## src/rtl/pc_quantum_sched.sv

```systemverilog
// rtl/pc_quantum_sched.sv - program counter with quantum-timer preemption to the OS entry
module pc_quantum_sched #(
  parameter int PC_W     = 32,
  parameter int Q_W      = 16,
  parameter int OS_LIMIT = 687,
  parameter int OS_ENTRY = 0,
  parameter int CNT_W    = 8
) (
  input  logic             clk,
  input  logic             reset,
  input  logic             halt,
  input  logic             stall,
  input  logic [PC_W-1:0]  pc_in,
  input  logic             q_load,
  input  logic [Q_W-1:0]   q_value,
  output logic [PC_W-1:0]  pc_out,
  output logic [PC_W-1:0]  saved_pc,
  output logic             preempt,
  output logic             halted,
  output logic             in_user,
  output logic [CNT_W-1:0] preempt_cnt
);

  localparam logic [PC_W-1:0] OS_LIM = PC_W'(OS_LIMIT);
  localparam logic [PC_W-1:0] OS_ENT = PC_W'(OS_ENTRY);

  typedef enum logic {RUN, HALT} state_t;

  state_t           state, state_n;
  logic [Q_W-1:0]   q_limit, q_limit_n;
  logic [Q_W-1:0]   q_count, q_count_n;
  logic [PC_W-1:0]  pc_n, saved_n;
  logic             preempt_n, in_user_n;
  logic [CNT_W-1:0] cnt_n;
  logic             target_user, quantum_on, preempt_due;

  assign target_user = (pc_in >= OS_LIM);
  assign quantum_on  = (q_limit != '0);
  // Quantum exhausted: the next non-stalled advance is redirected to the OS.
  assign preempt_due = in_user && quantum_on && (q_count == q_limit);
  assign halted      = (state == HALT);

  always_comb begin
    state_n   = state;
    pc_n      = pc_out;
    saved_n   = saved_pc;
    q_limit_n = q_limit;
    q_count_n = q_count;
    preempt_n = 1'b0;
    in_user_n = in_user;
    cnt_n     = preempt_cnt;
    case (state)
      RUN: begin
        if (halt) begin
          state_n   = HALT;
          q_count_n = '0;
        end else begin
          if (preempt_due && !stall) begin
            saved_n   = pc_in;
            pc_n      = OS_ENT;
            q_count_n = '0;
            in_user_n = 1'b0;
            preempt_n = 1'b1;
            cnt_n     = preempt_cnt + CNT_W'(1);
          end else if (!stall) begin
            pc_n      = pc_in;
            in_user_n = target_user;
            // A user->OS jump (syscall) restarts the quantum without preempting.
            if (in_user && quantum_on && target_user)
              q_count_n = q_count + Q_W'(1);
            else
              q_count_n = '0;
          end
          if (q_load) begin
            q_limit_n = q_value;
            q_count_n = '0;
          end
        end
      end
      HALT: begin
      end
      default: state_n = RUN;
    endcase
  end

  always_ff @(posedge clk) begin
    if (reset) begin
      state       <= RUN;
      pc_out      <= OS_ENT;
      saved_pc    <= '0;
      q_limit     <= '0;
      q_count     <= '0;
      preempt     <= 1'b0;
      in_user     <= 1'b0;
      preempt_cnt <= '0;
    end else begin
      state       <= state_n;
      pc_out      <= pc_n;
      saved_pc    <= saved_n;
      q_limit     <= q_limit_n;
      q_count     <= q_count_n;
      preempt     <= preempt_n;
      in_user     <= in_user_n;
      preempt_cnt <= cnt_n;
    end
  end

endmodule

```

## config.mk

```make
export PLATFORM = sky130hd
export DESIGN_NAME = pc_quantum_sched
export DESIGN_NICKNAME = d
export VERILOG_FILES = /design/src/rtl/pc_quantum_sched.sv
export SDC_FILE = /design/constraint.sdc
export NUM_CORES = 1
export LEC_CHECK = 0
export ABC_AREA = 0
export CORE_MARGIN = 2
export CORE_UTILIZATION = 43
export CTS_CLUSTER_DIAMETER = 80
export CTS_CLUSTER_SIZE = 14
export DETAILED_ROUTE_END_ITERATION = 10
export GPL_ROUTABILITY_DRIVEN = 0
export PLACE_DENSITY = 0.76
export SETUP_SLACK_MARGIN = 0.02
export SLEW_MARGIN = 40
export SYNTH_ARGS = -nofsm -noshare
export SYNTH_HDL_FRONTEND = slang
export SYNTH_SLANG_ARGS = --single-unit
```

## constraint.sdc

```tcl
create_clock -name clk -period 2.2 [get_ports clk]
set_input_delay 0.44 -clock clk [delete_from_list [all_inputs] [get_ports clk]]
set_output_delay 0.44 -clock clk [all_outputs]
set_load 0.1 [all_outputs]
```

---- Word level (Yosys, flattened, before mapping) ----
Index checks and enable logic that the tools add are counted.
storage, ports and cells
  output and inout port bits .............. 75
  latch bits .............................. 0
  register bits ........................... 107
  memory bits (read-only) ................. 0
  bits in writable memories ............... 0
  memories kept ........................... 0
  bits of input ports ..................... 53
  logic and storage cells ................. 39
operators by class
  $lt $le $gt $ge ......................... 1
  divide/modulo/power cells ............... 0
  equality and inequality tests ........... 3
  multiplexer cells ....................... 12
  shifts and indexed selects .............. 0
  $add $sub $neg .......................... 2
  reductions and logical operators ........ 11
  multipliers ............................. 0
  bitwise gates (word level) .............. 2
operators with widths
  kind                                                                      count
  16-bit 2-to-1 mux                                                         5
  32-bit 2-to-1 mux                                                         2
  32-bit by 10-bit >= comparator with 1-bit output (second input constant)  1
  16-bit by 1-bit adder with 16-bit output (second input constant)          1
  16-bit equality test                                                      1
  16-bit nonzero test                                                       1
  3-bit AND reduction                                                       3
  8-bit by 1-bit adder with 8-bit output (second input constant)            1
  1-bit 2-to-1 mux                                                          5
  1-bit logical AND                                                         4
  4-bit by 2-bit != test with 1-bit output (second input constant)          1
  3-bit OR reduction                                                        1
  2-bit by 1-bit != test with 1-bit output (second input constant)          1
  1-bit inverter                                                            2
  2-bit AND reduction                                                       1
  1-bit logical NOT                                                         1

---- Longest topological paths before layout ----
Gate-level depths: netlist of the first run.
  word-level depth ........................ 8
  mapped depth ............................ 10
  mapped depth without buffers ............ 7

---- Worst setup path before layout of the first run ----
No wires, ideal clock.
  path kind ............................... register to register
  start point ............................. register state, in the netlist halted
  end point ............................... register q_count[6]
  stages on the path, launching flop included .. 9
  arrival time ............................ 2.355 ns
  data required time ...................... 2.126 ns
  slack ................................... -0.229 ns
  clock period less this slack ............ 2.429 ns
  cell sequence ........................... dfxtp_1 > or3_1 > buf_2 > nand4bb_4 > a2111oi_4 > buf_6 > buf_6 > o21ai_2 > a31oi_1
between the ends
  cells in the longest elaborated chain, start to end .. 2
ends and longest elaborated chain
  item                           line  text
  start, declared                29    state_t state, state_n;
  start signal, assigned         97    state <= state_n;
  1-bit inverter (no line)       --
  2-bit AND reduction (no line)  --
  end signal, assigned           101   q_count <= q_count_n;
  end, declared                  31    logic [Q_W-1:0] q_count, q_count_n;
No other way between the ends.
A chain may end at the register's enable or synchronous reset.

---- Worst setup path in the final report of the first run ----
  start point ............................. input halt
  end point ............................... register q_count[15]
between the ends
  cells in the longest elaborated chain, start to end .. 2
  elaborated cells between the ends (all ways) .. 3
ends and longest elaborated chain
  item                                                line  text
  start, declared                                     11    input logic halt,
  4-bit by 2-bit != test with 1-bit output (no line)  --
  2-bit AND reduction (no line)                       --
Several ways; a longest one is shown, not always the timed one.

==> results of run 1 <==
## stage by stage
stage	instances	total power [mW]	TNS, ps
after floorplan	496	2.46	0
after global placement	785	2.73	-8530
after detailed placement	785	2.74	-10380
after CTS	801	3.99	0
after global routing	804	4.13	0
final	804	3.96	0
## logic make-up after synthesis
logic type,share of synthesized area (%)
flip-flops,48.5
XOR/XNOR,4.76
multiplexers,7.25
AO/OA/AOI/OAI,13.2
buffers and inverters,3.94
AND/OR/NAND/NOR,21.8
adder cells (fa/ha/maj),0.566
## what timing repair did
item / in CTS / in global routing
setup buffers: 0 / 2
resized for setup: 2 / 16
pin swaps: 2 / 8
endpoints found under the setup margin: 8 / 58
gates cloned: 0 / 1
## final cells by class
type / instances / area [um2]
repair buffers: 187 / 1580
multi-input cells: 350 / 2180
flip-flops and latches: 107 / 2140
inverters: 8 / 30.0
fillers: 857 / 3830
clock buffers: 9 / 124
clock inverters: 7 / 82.6
well taps: 136 / 170
## report_power, final
part           total, mW  switching, mW  internal (mW)
sequential          2.01         0.0336           1.98
clock               1.25          0.704          0.545
combinational      0.700          0.445          0.255
## critical path, delay by kind of cell
family	cells	cell delay (ps)
buf+inv	2	590
simple gates	3	990
compound gates	2	380
## per-layer routing
layer | routed length (um) | up-vias | GRT usage [%] | part of all wire (%)
met4 | 271 | 0 | 8.00 | 2.2
met3 | 988 | 21 | 7.17 | 8.0
met5 | 0 | - | 0 | 0
met2 | 6150 | 146 | 37.5 | 50
li1 | - | 2075 | - | -
met1 | 4880 | 2058 | 25.6 | 40
## placed cells by master, fill, tap and decap left out, drive strengths merged, types with 4 or more instances in the layout
cell | netlist | layout
nor2 | 89 | 89
and3 | 5 | 5
buf | 13 | 136
nor4 | 17 | 17
a31oi | 9 | 9
dlymetal6s2s | 0 | 4
clkbuf | 18 | 9
a22oi | 33 | 33
and2 | 4 | 4
clkdlybuf4s50 | 0 | 47
nand4 | 11 | 11
xnor2 | 7 | 7
nor3 | 8 | 8
mux2i | 32 | 32
o21ai | 8 | 8
dfxtp | 107 | 107
inv | 8 | 11
nand3 | 14 | 14
xor2 | 17 | 17
a21oi | 29 | 29
nand2 | 47 | 47
## worst min-delay path by stage
stage / from / to / slack (ps)
4_1_cts: q_limit[0]$_SDFFE_PP0P_ / q_limit[0]$_SDFFE_PP0P_ / 500
6_report: pc_in[28] / saved_pc[28]$_SDFFE_PP0P_ / 390
5_1_grt: pc_in[28] / pc_out[28]$_SDFFE_PP0P_ / 410
2_1_floorplan: q_limit[14]$_SDFFE_PP0P_ / q_limit[14]$_SDFFE_PP0P_ / 460
3_3_place_gp: saved_pc[8]$_SDFFE_PP0P_ / saved_pc[8]$_SDFFE_PP0P_ / 480
3_5_place_dp: q_limit[11]$_SDFFE_PP0P_ / q_limit[11]$_SDFFE_PP0P_ / 480
## flip-flops by register name, indices dropped and copies added (netlist names)
register	flops
q_limit	16
saved_pc	32
q_count	16
preempt_cnt	8
preempt	1
in_user	1
halted	1
pc_out	32
==> impl_metrics.json, run 1 <==
{
  "cap_violations": 0,
  "min_period_ps": 2090,
  "hold_viol": 0,
  "drc": 0,
  "p_per_area_mw_per_mm2": 628,
  "timing.final.ws_setup_ps": 108,
  "wl_per_cell_um": 15.3,
  "r2r-end": "saved_pc[26]$_SDFFE_PP0P_",
  "leakagePower_nw": 2.86,
  "synth_edf_count": 0,
  "whs_path_depth": 3,
  "final_util_pct": 62.3,
  "vdd_drop_max_mv": 0.410,
  "dp_hpwl_um": 8940,
  "final_area_mm2": 0.00631,
  "setup.worst_path.end_class": "flop",
  "crit_path_max_incr_delay_ps": 420,
  "post_synth_main_area_contributors": "dfxtp_1, nor2_1, mux2i_1",
  "worst_pin_slew_ps": 749,
  "place_ws_ps": -413,
  "crit_path_end": "q_count[15]$_SDFFE_PP0P_",
  "ff2ff_setup_slack_ps": 150,
  "worst_hold_path_type": "in2reg",
  "ys_seq_area_share_pct": 48.5,
  "routed_wl_um": 12300,
  "grt_max_degree": 77,
  "cp.arrival_ps": 2390,
  "io_pins": 128,
  "grt_setup_unrepaired": "false",
  "fin_hold_ws_ps": 393,
  "die_w_um": 105,
  "cp-startpoint": "halt",
  "dr.pass1.iters": 5,
  "path_cells": "clkdlybuf4s50_1 > or3_4 > nand4bb_4 > buf_4 > a211oi_4 > or3b_1 > a31oi_1",
  "slew_headroom_pct": 50.1,
  "synthesis.area_mm2": 0.00442,
  "antenna_cells": 0,
  "slew_viol_final": 0,
  "grt_overflow": 0,
  "htreeDepth": 3,
  "place_area_mm2": 0.00600,
  "synthCells": 496,
  "detail-route-antenna-nets": 0,
  "rows": 37,
  "yosysMostFrequentCell": "dfxtp_1",
  "syn_to_final_growth_pct": 42.8,
  "final_net_count": 718,
  "timing.fmax_ghz": 0.478,
  "cts-buffers-inserted": 9,
  "start_kind": "input port",
  "die_area_mm2": 0.0111,
  "setup_violations": 0,
  "drive_gt1_share_pct": 25.9,
  "crit_path_top_delay_cell": "clkdlybuf4s50_1",
  "synth.distinct_cells": 41,
  "status": "completed",
  "critical_path_class": "in2reg",
  "yosys.area.top_type_share_pct": 48.5,
  "cts_buffer_depth": 2,
  "avgSynthCellArea_um2": 8.91,
  "root_buffer": "clkbuf_8",
  "vias_per_cell": 5.35,
  "fp.coreArea_mm2": 0.0101,
  "tritoncts": "yes",
  "synthFlopType": "dfxtp_1",
  "cts.clk_slew.worst_paths_ps": 100,
  "cts_hold_buf": 0,
  "async_flop_share_pct": 0,
  "reg2reg_depth": 8,
  "ys_ff_latch": 107,
  "cp.required_ps": 2500,
  "fin_skew_ps": 12.4,
  "yosysTopAreaCell": "dfxtp_1",
  "drt_iter0_drc": 194,
  "vias": 4300,
  "grt_antenna_before_repair": 0,
  "path_max_fanout": 2,
  "clock_latency_ps": 370,
  "start_util_pct": 43.6,
  "grt_pass1_wl_um": 19800,
  "fin_crit_sh_pct": 95.1,
  "ys.warnings.count": 0,
  "grt_pass1_vias": 4214,
  "synthesis.nets": 551,
  "track_usage_pct": 21.9,
  "rr_startpoint": "q_count[12]$_SDFFE_PP0P_",
  "synthTopCellsByCount": "dfxtp_1, nor2_1, nand2_1, a22oi_1, mux2i_1",
  "die_h_um": 105,
  "clkSinkCount": 107,
  "io_buffers": 127
}
Power figures use the tool's default switching activity.
==> run 2, diff against run 1 <==
- CORE_UTILIZATION: 43 -> 56
- DONT_BUFFER_PORTS: unset -> 1
- PLACE_DENSITY: 0.76 -> 0.74
==> run 2 against run 1 <==
  * Sequential power is essentially flat
  * Flip-flop and latch count unchanged
  * Die area is 22% lower
  * Worst setup slack worse by 44 ps
  * Highest routed layer unchanged
==> impl_metrics.json, run 2 (same netlist as run 1, synthesis figures left out) <==
{
  "vdd_drop_max_mv": 0.455,
  "wl_met3_um": 999,
  "slew_headroom_pct": 62.2,
  "p_int_mw": 2.56,
  "drive_gt1_share_pct": 21.9,
  "leakagePower_nw": 2.42,
  "final_util_pct": 70.3,
  "drc": 0,
  "cts_buffer_depth": 2,
  "setup_violations": 0,
  "vias_per_cell": 5.77,
  "met1Wirelength_um": 4560,
  "io_pins": 128,
  "switching_power_mw": 1.13,
  "place_ws_ps": 10.9,
  "grt_pass1_wl_um": 18300,
  "switching_share_pct": 30.6,
  "grt_antenna_before_repair": 0,
  "timing.fmax_ghz": 0.468,
  "status": "completed",
  "fp.coreArea_mm2": 0.00769,
  "tritoncts": "yes",
  "grt_max_degree": 101,
  "cp.required_ps": 2450,
  "final_net_count": 629,
  "start_util_pct": 57.5,
  "wl_met2_um": 5760,
  "hold_viol": 0,
  "min_period_ps": 2140,
  "grt_overflow": 0,
  "die_area_mm2": 0.00862,
  "die_h_um": 92.8,
  "io_buffers": 0,
  "worst_hold_path_type": "in2reg",
  "start_kind": "flop",
  "path_max_fanout": 11,
  "die_w_um": 92.8,
  "syn_to_final_growth_pct": 22.3,
  "dr.pass1.iters": 5,
  "path_cells": "xor2_1 > nor4_1 > and3_2 > a2111oi_4 > buf_12 > buf_4 > a31oi_1 > a31oi_1",
  "worst_pin_slew_ps": 567,
  "cts-buffers-inserted": 9,
  "setup.worst_path.end_class": "flop",
  "root_buffer": "clkbuf_8",
  "crit_path_max_incr_delay_ps": 480,
  "final_common_cell": "dfxtp_1",
  "fin_skew_ps": 20.9,
  "seq_power_share_pct": 54.3,
  "wl_per_cell_um": 17.0,
  "detail-route-antenna-nets": 0,
  "routed_wl_um": 11600,
  "cap_violations": 0,
  "critical_path_class": "reg2reg",
  "largestRegisters": "pc_out x32, saved_pc x32",
  "track_usage_pct": 26.7,
  "htreeDepth": 3,
  "grt_pass1_vias": 3883,
  "cp.arrival_ps": 2390,
  "clkSinkCount": 107,
  "dp_hpwl_um": 7940,
  "vias": 3928,
  "combPwrFrac_pct": 14.0,
  "drt_iter0_drc": 181,
  "p_per_area_mw_per_mm2": 684,
  "crit_top_cell": "a31oi_1",
  "clkPwrFrac_pct": 31.7,
  "slew_viol_final": 0,
  "fin_crit_sh_pct": 97.1,
  "antenna_cells": 0,
  "cts_hold_buf": 0,
  "rows": 32,
  "clock_latency_ps": 380,
  "route.top_layer_used": "met4",
  "cts.clk_slew.worst_paths_ps": 100,
  "crit_path_top_delay_cell": "dfxtp_1",
  "layout_common_cells": "dfxtp_1, buf_4, nor2_1",
  "timing.final.ws_setup_ps": 63.6
}
## run 2: through the flow
stage	setup TNS [ps]	std cells	hold WS [ps]	instance area [um2]	total power, mW
2_1_floorplan	0	496	460	4420	2.46
3_3_place_gp	-5.12	663	468	5180	2.54
3_5_place_dp	0	663	472	5180	2.55
4_1_cts	0	679	106	5370	3.70
5_1_grt	-6.48	681	89.8	5400	3.82
6_report	0	681	120	5400	3.69
## run 2: worst max-delay path, delay by kind of cell (launching register included)
family	cells	cell delay [ps]
AO/OA/AOI/OAI	3	390
XOR/XNOR	1	120
buffers and inverters	2	330
flip-flops	1	480
AND/OR/NAND/NOR	2	720
## run 2: cell type report
type / count / area, um2
inverters: 8 / 30.0
repair buffers: 98 / 773
flip-flops and latches: 107 / 2140
clock buffers: 10 / 128
multi-input cells: 350 / 2140
clock inverters: 6 / 63.8
well taps: 102 / 128
fillers: 616 / 2280
## run 2: worst paths after layout
check        cells after the start                      end               startpoint  slack [ps]
max                              8  q_count[5]$_SDFFE_PP0P_  q_count[1]$_SDFFE_PP0P_          60
min                              1     in_user$_SDFFE_PP0P_                    reset         120
max reg2reg                      8  q_count[5]$_SDFFE_PP0P_  q_count[1]$_SDFFE_PP0P_          60
min reg2reg                      2  q_limit[6]$_SDFFE_PP0P_  q_limit[6]$_SDFFE_PP0P_         490
## run 2: per-layer routing
layer,track usage [%],up-vias
met5,0,-
met4,8.95,0
met3,9.11,23
met2,46.2,144
met1,30.8,1866
li1,-,1895
## run 2: timing repair
action / 4_1_cts / 5_1_grt
buffers inserted: 0 / 2
endpoints found under the setup margin: 0 / 54
resized for setup: 0 / 4
## run 2: power groups by stage
| stage | registers [mW] | clock network, mW | logic (mW) |
|---|---|---|---|
| 2_1_floorplan | 2.27 | 0 | 0.186 |
| 3_3_place_gp | 2.05 | 0 | 0.491 |
| 3_5_place_dp | 2.05 | 0 | 0.498 |
| 4_1_cts | 2.01 | 1.19 | 0.501 |
| 5_1_grt | 2.01 | 1.26 | 0.543 |
| 6_report | 2.01 | 1.17 | 0.516 |
==> run 3, diff against run 2 <==
- TNS_END_PERCENT: unset -> 100
==> results of run 3 <==
No change in the layout: final DEF, timing and power equal those of run 2.
